### src/rtl/seg_pkg.sv
// rtl/seg_pkg.sv - shared constants, scan state encoding and glyphs for the seven-segment display
package seg_pkg;

  localparam logic [7:0] ANODE_OFF  = 8'hFF;
  localparam logic [7:0] SEG_BLANK  = 8'hFF;
  localparam int         NUM_DIGITS = 8;

  typedef enum logic [1:0] {
    IDLE,
    BLANK,
    SHOW
  } scan_state_e;

  // Active-low glyphs, bit7 = dp, bit0 = segment a
  localparam logic [7:0] SEG_0    = 8'hC0;
  localparam logic [7:0] SEG_1    = 8'hF9;
  localparam logic [7:0] SEG_2    = 8'hA4;
  localparam logic [7:0] SEG_3    = 8'hB0;
  localparam logic [7:0] SEG_P    = 8'b10001100;
  localparam logic [7:0] SEG_DASH = 8'hBF;

  function automatic logic anode_legal(input logic [7:0] anode);
    return $countones(~anode) <= 1;
  endfunction

endpackage

### src/rtl/seg_scan_driver_if.sv
// rtl/seg_scan_driver_if.sv - display scan bus between pattern source/controller and scan driver
interface seg_scan_if;
  logic       enable;
  logic [7:0] cathode_in;
  logic [2:0] refreshcounter;
  logic [7:0] anode;
  logic [7:0] cathode;
  logic       frame_done;

  modport master (
    output enable, cathode_in,
    input  refreshcounter, anode, cathode, frame_done
  );

  modport slave (
    input  enable, cathode_in,
    output refreshcounter, anode, cathode, frame_done
  );
endinterface

### src/rtl/seg_scan_driver_slot_timer.sv
// rtl/seg_scan_driver_slot_timer.sv - per-digit slot counter with blank-end and slot-end strobes
module slot_timer #(
  parameter int PRESCALE     = 100000,
  parameter int BLANK_CYCLES = 1000
) (
  input  logic clk,
  input  logic reset,
  input  logic clear,
  output logic blank_end,
  output logic slot_end
);

  localparam int CW = $clog2(PRESCALE);
  localparam logic [CW-1:0] SLOT_LAST  = CW'(PRESCALE - 1);
  localparam logic [CW-1:0] BLANK_LAST = CW'(BLANK_CYCLES - 1);

  logic [CW-1:0] count_q, count_d;

  always_comb begin
    count_d = count_q + CW'(1);
    if (clear || count_q == SLOT_LAST) begin
      count_d = '0;
    end
  end

  always_ff @(posedge clk) begin
    if (reset) begin
      count_q <= '0;
    end else begin
      count_q <= count_d;
    end
  end

  assign blank_end = (count_q == BLANK_LAST);
  assign slot_end  = (count_q == SLOT_LAST);

endmodule

### src/rtl/seg_scan_driver.sv
// rtl/seg_scan_driver.sv - 8-digit multiplexed seven-segment scan with per-slot blanking
module seg_scan_driver
  import seg_pkg::*;
#(
  parameter int PRESCALE     = 100000,
  parameter int BLANK_CYCLES = 1000
) (
  input  logic  clk,
  input  logic  reset,
  seg_scan_if.slave bus
);

  scan_state_e state_q, state_d;
  logic [2:0]  refresh_q, refresh_d;
  logic [7:0]  anode_q, anode_d;
  logic [7:0]  cathode_q, cathode_d;
  logic        frame_done_q, frame_done_d;
  logic        timer_clear, blank_end, slot_end;

  assign timer_clear = (state_q == IDLE) || !bus.enable;

  slot_timer #(
    .PRESCALE     (PRESCALE),
    .BLANK_CYCLES (BLANK_CYCLES)
  ) u_slot_timer (
    .clk       (clk),
    .reset     (reset),
    .clear     (timer_clear),
    .blank_end (blank_end),
    .slot_end  (slot_end)
  );

  always_comb begin
    state_d      = state_q;
    refresh_d    = refresh_q;
    anode_d      = anode_q;
    cathode_d    = cathode_q;
    frame_done_d = 1'b0;
    if (!bus.enable) begin
      state_d   = IDLE;
      refresh_d = '0;
      anode_d   = ANODE_OFF;
      cathode_d = SEG_BLANK;
    end else begin
      case (state_q)
        IDLE: begin
          state_d   = BLANK;
          refresh_d = '0;
          anode_d   = ANODE_OFF;
          cathode_d = SEG_BLANK;
        end
        BLANK: begin
          anode_d   = ANODE_OFF;
          cathode_d = SEG_BLANK;
          if (blank_end) begin
            state_d   = SHOW;
            cathode_d = bus.cathode_in;
            anode_d   = ~(8'b1 << refresh_q);
          end
        end
        SHOW: begin
          // Pattern was latched at capture; only the slot boundary matters here
          if (slot_end) begin
            state_d      = BLANK;
            refresh_d    = refresh_q + 3'd1;
            anode_d      = ANODE_OFF;
            cathode_d    = SEG_BLANK;
            frame_done_d = (refresh_q == 3'd7);
          end
        end
        default: begin
          state_d   = IDLE;
          refresh_d = '0;
          anode_d   = ANODE_OFF;
          cathode_d = SEG_BLANK;
        end
      endcase
    end
  end

  always_ff @(posedge clk) begin
    if (reset) begin
      state_q      <= IDLE;
      refresh_q    <= '0;
      anode_q      <= ANODE_OFF;
      cathode_q    <= SEG_BLANK;
      frame_done_q <= 1'b0;
    end else begin
      state_q      <= state_d;
      refresh_q    <= refresh_d;
      anode_q      <= anode_d;
      cathode_q    <= cathode_d;
      frame_done_q <= frame_done_d;
    end
  end

  always_ff @(posedge clk) begin
    if (!reset) begin
      assert (anode_legal(anode_q));
      assert (anode_q == ANODE_OFF || anode_q == ~(8'b1 << refresh_q));
      assert (cathode_q == SEG_BLANK || anode_q != ANODE_OFF);
    end
  end

  assign bus.refreshcounter = refresh_q;
  assign bus.anode          = anode_q;
  assign bus.cathode        = cathode_q;
  assign bus.frame_done     = frame_done_q;

endmodule

### src/flat_wrapper.sv
// flat-port wrapper written by rule: the top's interface ports become plain ports
module seg_scan_driver_flat import seg_pkg::*;
#(
  parameter int PRESCALE     = 100000,
  parameter int BLANK_CYCLES = 1000
)
  (clk, reset, bus_enable, bus_cathode_in, bus_refreshcounter, bus_anode, bus_cathode, bus_frame_done);
  seg_scan_if bus_i ();
  input  logic clk;
  input  logic reset;
  input wire logic [$bits(bus_i.enable)-1:0] bus_enable;
  input wire logic [$bits(bus_i.cathode_in)-1:0] bus_cathode_in;
  output wire logic [$bits(bus_i.refreshcounter)-1:0] bus_refreshcounter;
  output wire logic [$bits(bus_i.anode)-1:0] bus_anode;
  output wire logic [$bits(bus_i.cathode)-1:0] bus_cathode;
  output wire logic [$bits(bus_i.frame_done)-1:0] bus_frame_done;
  assign bus_i.enable = bus_enable;
  assign bus_i.cathode_in = bus_cathode_in;
  assign bus_refreshcounter = bus_i.refreshcounter;
  assign bus_anode = bus_i.anode;
  assign bus_cathode = bus_i.cathode;
  assign bus_frame_done = bus_i.frame_done;
  seg_scan_driver #(.PRESCALE(PRESCALE), .BLANK_CYCLES(BLANK_CYCLES)) u_core (.clk(clk), .reset(reset), .bus(bus_i));
endmodule
### config.mk
export PLATFORM = sky130hd
export DESIGN_NAME = seg_scan_driver_flat
export DESIGN_NICKNAME = d
export VERILOG_FILES = /design/src/rtl/seg_pkg.sv /design/src/rtl/seg_scan_driver_if.sv /design/src/rtl/seg_scan_driver_slot_timer.sv /design/src/rtl/seg_scan_driver.sv /design/src/flat_wrapper.sv
export SDC_FILE = /design/constraint.sdc
export NUM_CORES = 1
export LEC_CHECK = 0
export CORE_MARGIN = 2
export CORE_UTILIZATION = 50
export CTS_BUF_LIST = sky130_fd_sc_hd__clkbuf_4 sky130_fd_sc_hd__clkbuf_8 sky130_fd_sc_hd__clkbuf_16
export CTS_CLUSTER_DIAMETER = 120
export DETAILED_ROUTE_END_ITERATION = 16
export PLACE_DENSITY = 0.85
export SLEW_MARGIN = 20
export SYNTH_ARGS = -nofsm -noshare
export SYNTH_HDL_FRONTEND = slang
export SYNTH_SLANG_ARGS = --single-unit
### constraint.sdc
create_clock -name clk -period 2.7 [get_ports clk]
set_clock_uncertainty 0.2 [all_clocks]
set_input_delay 0.54 -clock clk [delete_from_list [all_inputs] [get_ports clk]]
set_output_delay 0.54 -clock clk [all_outputs]
set_load 0.02 [all_outputs]
### Word level (Yosys, flattened, before mapping)

Cells that the tools add are included.

| storage, ports and cells | value |
|---|---|
| bits in registers | 39 |
| input bits | 11 |
| output and inout bits | 20 |
| logic and storage cells | 40 |

| operators by class | value |
|---|---|
| $add $sub $neg | 2 |
| equal/unequal tests | 7 |
| shifts and indexed selects | 1 |
| mux-type cells | 10 |
| bitwise operators | 5 |
| reductions and logical operators | 9 |

Operator list:

| cell | count |
|---|---|
| $pmux W8 S2 | 2 |
| $mux W8 | 3 |
| $add A17 B1 Y17 const B | 1 |
| $eq A17 B10 Y1 const B | 1 |
| $eq A17 B17 Y1 const B | 1 |
| $not A8 Y8 | 1 |
| $shl A1 B3 Y8 const A | 1 |
| $pmux W2 S3 | 1 |
| $pmux W3 S2 | 1 |
| $mux W2 | 2 |
| $ne A2 B1 Y1 const B | 2 |
| $not A1 Y1 | 4 |
| $reduce_and A2 Y1 | 2 |
| $reduce_or A2 Y1 | 2 |
| $reduce_or A4 Y1 | 1 |
| $add A3 B1 Y3 const B | 1 |
| $eq A3 B3 Y1 const B | 1 |
| $mux W3 | 1 |
| $eq A2 B1 Y1 const B | 1 |
| $eq A2 B2 Y1 const B | 1 |
| $logic_not A2 Y1 | 1 |
| $logic_or A1 B1 Y1 | 2 |
| $logic_not A1 Y1 | 1 |

### Logic depth before layout (Yosys ltp)

| depth | value |
|---|---|
| depth in word-level cells | 4 |
| mapped depth | 8 |
| depth with buffers taken out | 5 |

### By module

Synthesis repeated with hierarchy kept, for this count alone.

| unflattened totals | value |
|---|---|
| cells, all modules | 190 |
| area total of the unflattened synthesis | 1750.4 µm² |

By module, submodules not included:

| module | times used | cells an instance | area each (µm²) | sequential area each (µm²) |
|---|---|---|---|---|
| seg_scan_driver | 1 | 98 | 937.1 | 440.4 |
| slot_timer | 1 | 92 | 813.3 | 340.3 |

### Least setup slack after synthesis

No wires, ideal clock.

| timing | value |
|---|---|
| path kind | input -> register |
| start | in reset |
| end | reg u_core.cathode_q[0], in the netlist u_core.bus.cathode[0] |
| setup time | 0.117 ns |
| arrival | 1.641 ns |
| required time | 2.383 ns |
| slack | 0.742 ns |
| cell stages on the path | 6 |
| path buffers | 2 |
| cells stage by stage | and2b_2 > nand3_1 > or3_1 > buf_6 > buf_8 > o22a_1 |

| between the ends | value |
|---|---|
| word-level cells in the longest chain between the ends | 1 |

Ends and longest elaborated chain:

| item | line | text |
|---|---|---|
| start, declared | flat_wrapper.sv:10 | `input logic reset;` |
| $reduce_or A2 Y1 (no line) | -- |  |
| end signal, assigned | seg_scan_driver.sv:92 | `cathode_q <= cathode_d;` |
| end, declared | seg_scan_driver.sv:16 | `logic [7:0] cathode_q, cathode_d;` |

No other way between the ends.
A chain may end at the register's enable or synchronous reset.

### Final worst setup path

| timing | value |
|---|---|
| start | reg u_core.u_slot_timer.count_q[0] |
| end | reg u_core.anode_q[5], in the netlist u_core.bus.anode[5] |

| between the ends | value |
|---|---|
| word-level cells in the longest chain between the ends | 3 |
| elaborated cells between the ends (all ways) | 5 |
| those cells by class | eq/ne: 3; mux: 2 |

Ends and longest elaborated chain:

| item | line | text |
|---|---|---|
| start, declared | seg_scan_driver_slot_timer.sv:17 | `logic [CW-1:0] count_q, count_d;` |
| start signal, assigned | seg_scan_driver_slot_timer.sv:30 | `count_q <= count_d;` |
| $eq A17 B10 Y1 | seg_scan_driver_slot_timer.sv:34 | `assign blank_end = (count_q == BLANK_LAST);` |
| $mux W8 | seg_scan_driver.sv:55 | `if (blank_end) begin` |
| $pmux W8 S2 | seg_scan_driver.sv:45 | `case (state_q)` |
| end signal, assigned | seg_scan_driver.sv:91 | `anode_q <= anode_d;` |
| end, declared | seg_scan_driver.sv:15 | `logic [7:0] anode_q, anode_d;` |

Parallel ways exist; a longest one is shown, timed or not.

==> results_dict.tcl <==
set metrics [dict create \
    outcome "finished, final reports clean" \
    synth_most_common_cell "sky130_fd_sc_hd__dfxtp_1" \
    tritoncts_clock_tree "built" \
    clock.fmax_ghz 0.433 \
    dp_slack_ns 0.0851 \
    critical_path.top_delay_family "simple AND/OR/NAND/NOR gates" \
    netlist_area_sq_um 1640 \
    power_switching_share_pct 20.3 \
    seqCellArea_sq_um 781 \
    placedCellCount 231 \
    detail_route.vias_per_cell 5.33 \
    synth_nets 181 \
    postSynthCellCount 163 \
    netlist-cell-type-count 39 \
    clock_sink_count 39 \
    drc 0 \
    die_ar_sq_um 3760 \
    grt_start_max_net_pins 18 \
    ys_seq_area_share_pct 47.5 \
    postSynthAreaPerCell_sq_um 10.1 \
    layout-drive-gt1-share_pct 7.73 \
    ant_nets 0 \
    crit-reg2reg-capture "u_core.bus.anode[5]" \
    final-instance-count-excl-fill 238 \
    hold_path_startpoint "u_core.u_slot_timer.count_q[0]" \
    ys_top_cells_by_count "sky130_fd_sc_hd__dfxtp_1 (39), sky130_fd_sc_hd__nor2_1 (16), sky130_fd_sc_hd__inv_1 (10), sky130_fd_sc_hd__o22a_1 (10), sky130_fd_sc_hd__nand2_1 (8)" \
    core_sq_um 3100 \
    finalMaxSlewViolations 0 \
    dpl.hpwl_mm 2.24 \
    final_core_utilization_pct 64.4 \
    r2r.worst_path.cells 5 \
    hold_path_depth 1 \
    gp_congestion 0.922 \
    share_clk_of_total_power_pct 33.0 \
    r2r-start "u_core.u_slot_timer.count_q[0]" \
    total_setup_violations_reported_at_the_end_of_the_flow 0 \
    grt-ovfl-total 0 \
    route.vias.total 1268 \
    power.static_leakage_nw 0.684 \
    placementRows 20 \
    finalHoldWorstSlack_ns 0.265 \
    portion_of_the_clock_cycle_consumed_by_the_worst_path_in_the_final_layout_pct 85.4 \
    cts_hold_buf 0 \
    routedWlPerCell_microns 12.7 \
    worst_tran_pin_value_ns 0.722 \
    antennaDiodeCount 0 \
    io-pin-count 31 \
    r2r_setup_slack_ns 0.39 \
    power.density_cell_area_nw_per_um2 448 \
    first_iteration_detailed_routing_drc_count 64 \
    synth-seq-cells 39 \
    clock_latency_ns 0.34 \
    worstPathCellList "ha_1 > and4_1 > nand4_1 > nand2b_1 > o32a_1" \
    finalNetCount 212 \
    timing.hold.worst_endpoint "u_core.u_slot_timer.count_q[0]" \
    global_route_wire_length_before_repair_mm 4.98 \
    cts_post_setup_buffers_inserted 0 \
    wirelength_mm 3.02 \
    number_of_clock_buffers_inserted_by_tritoncts 5 \
    cts.path.max_buffers 2 \
    most_instantiated_flip_flop_cell_in_the_synthesis_netlist "sky130_fd_sc_hd__dfxtp_1" \
    synthDominantCellAreaShare_pct 47.5 \
    maximum_cell_stage_delay_along_the_critical_path_ns 0.55 \
    synth_async_sr_flop_share_pct 0 \
    post_layout_min_period_ns 2.31 \
    first_pass_iters 4 \
    hold_class "reg2reg" \
    start_util_pct 53.0 \
    global_route.usage.total_pct 18.5 \
    end_kind "flip-flop" \
    h_tree_depth 2 \
    floorplan.die.height_microns 61.3 \
    critPathLaunchType "flip-flop" \
    synth_enable_flop_cells 0 \
    netlist.top_cell.by_area "sky130_fd_sc_hd__dfxtp_1" \
    port_buffers 30 \
    cp_num_buf_inv 0 \
    rsz0062_at_grt "no" \
    grt_pass1_vias 1147 \
    switching_power_mw 0.182 \
    cts.reportedPaths.clkPinSlew_ns 0.11 \
    floorplan.die.width_microns 61.3 \
    worst_ir_drop_vdd_mv 0.346 \
    synthToLayoutAreaGrowth_pct 21.5 \
    worst_slew_margin_rel_pct 51.7 \
    pwr-share-seq_pct 64.6 \
    antenna_found_initial 0 \
    layout_setup_ws_ns 0.393 \
    cp_data_arrival_time_ns 2.40 \
    critical_path_required_ns 2.79 \
    fillerInstances 272 \
    p_int_mw 0.712 \
    multi_input_comb_area_sq_um 767 \
    hold_viol_final 0 \
    worstPathMaxFanout 17 \
    synth_top_cells_by_area "sky130_fd_sc_hd__dfxtp_1 (47%), sky130_fd_sc_hd__ha_1 (5.3%), sky130_fd_sc_hd__o22a_1 (5.3%)" \
    warnings_synthesis 0 \
    critical_path.slowest_cell "sky130_fd_sc_hd__nand2b_1" \
    post_cts.resized_instances 0 \
    clockRootBuffer "sky130_fd_sc_hd__clkbuf_4" \
    max_cap_violations 0 \
    fin_setup_tns_ns 0 \
    power.combinational.fraction_pct 2.4 \
    crit_type "reg2reg" \
]
## metrics by stage
stage	total power [mW]	cell area, sq um
detailed placement	0.612	1940
finish	0.894	2000
floorplan	0.596	1640
global placement	0.611	1940
global route	0.926	2000
CTS	0.904	2000
## sequential cells by signal (all words and copies together), names as in the netlist
signal                       count
u_core.u_slot_timer.count_q     17
u_core.bus.anode                 8
u_core.bus.cathode               8
u_core.bus.refreshcounter        3
u_core.state_q                   2
u_core.bus.frame_done            1
## layer usage
| layer | global-route usage [%] | part of all wire (%) |
|---|---|---|
| met5 | 0 | 0 |
| met4 | 9.12 | 2.1 |
| met3 | 6.93 | 6.3 |
| met2 | 32.4 | 48 |
| met1 | 19.6 | 43 |
## how the worst max path moves through the flow
stage	from	end	slack, ns	depth (start not counted)
3_3_place_gp	reset	u_core.bus.anode[1]	0.15	5
4_1_cts	u_core.u_slot_timer.count_q[0]	u_core.bus.anode[5]	0.39	5
6_report	u_core.u_slot_timer.count_q[0]	u_core.bus.anode[5]	0.39	5
2_1_floorplan	reset	u_core.bus.cathode[0]	0.74	6
5_1_grt	u_core.u_slot_timer.count_q[0]	u_core.bus.anode[4]	0.15	5
3_5_place_dp	reset	u_core.bus.anode[5]	0.09	5
## final cells by class
type | count | area share, %
clock inverter | 1 | 0.251
clock buffer | 6 | 2.57
sequential | 39 | 39.1
timing repair buffer | 30 | 15.0
multi-input combinational | 108 | 38.4
inverter | 10 | 1.88
tap | 44 | 2.76
## power groups by stage
stage	Sequential (mW)	Clock, mW	Combinational [mW]
after floorplan	0.590	0	0.00606
after global placement	0.590	0	0.0209
after detailed placement	0.591	0	0.0216
after CTS	0.577	0.305	0.0218
after global routing	0.578	0.326	0.0231
final	0.577	0.295	0.0216
## cells by family after synthesis
logic type / share of synthesized area, %
XOR/XNOR: 5.86
AO/OA/AOI/OAI: 15.0
adder cells (fa/ha/maj): 5.33
flip-flops: 47.5
buffers and inverters: 5.86
AND/OR/NAND/NOR: 19.8
multiplexers: 0.685
## cell usage in the layout, fill, tap and decap left out, types with 6 or more instances in the layout
master / count
sky130_fd_sc_hd__clkdlybuf4s50_1: 30
sky130_fd_sc_hd__o22a_1: 10
sky130_fd_sc_hd__nor2_1: 16
sky130_fd_sc_hd__nand2_1: 8
sky130_fd_sc_hd__inv_1: 10
sky130_fd_sc_hd__dfxtp_1: 39
sky130_fd_sc_hd__ha_1: 7
sky130_fd_sc_hd__o32a_1: 6
sky130_fd_sc_hd__nand4_1: 7
sky130_fd_sc_hd__xor2_1: 6
Note: power is estimated with default switching activity, not from simulation.
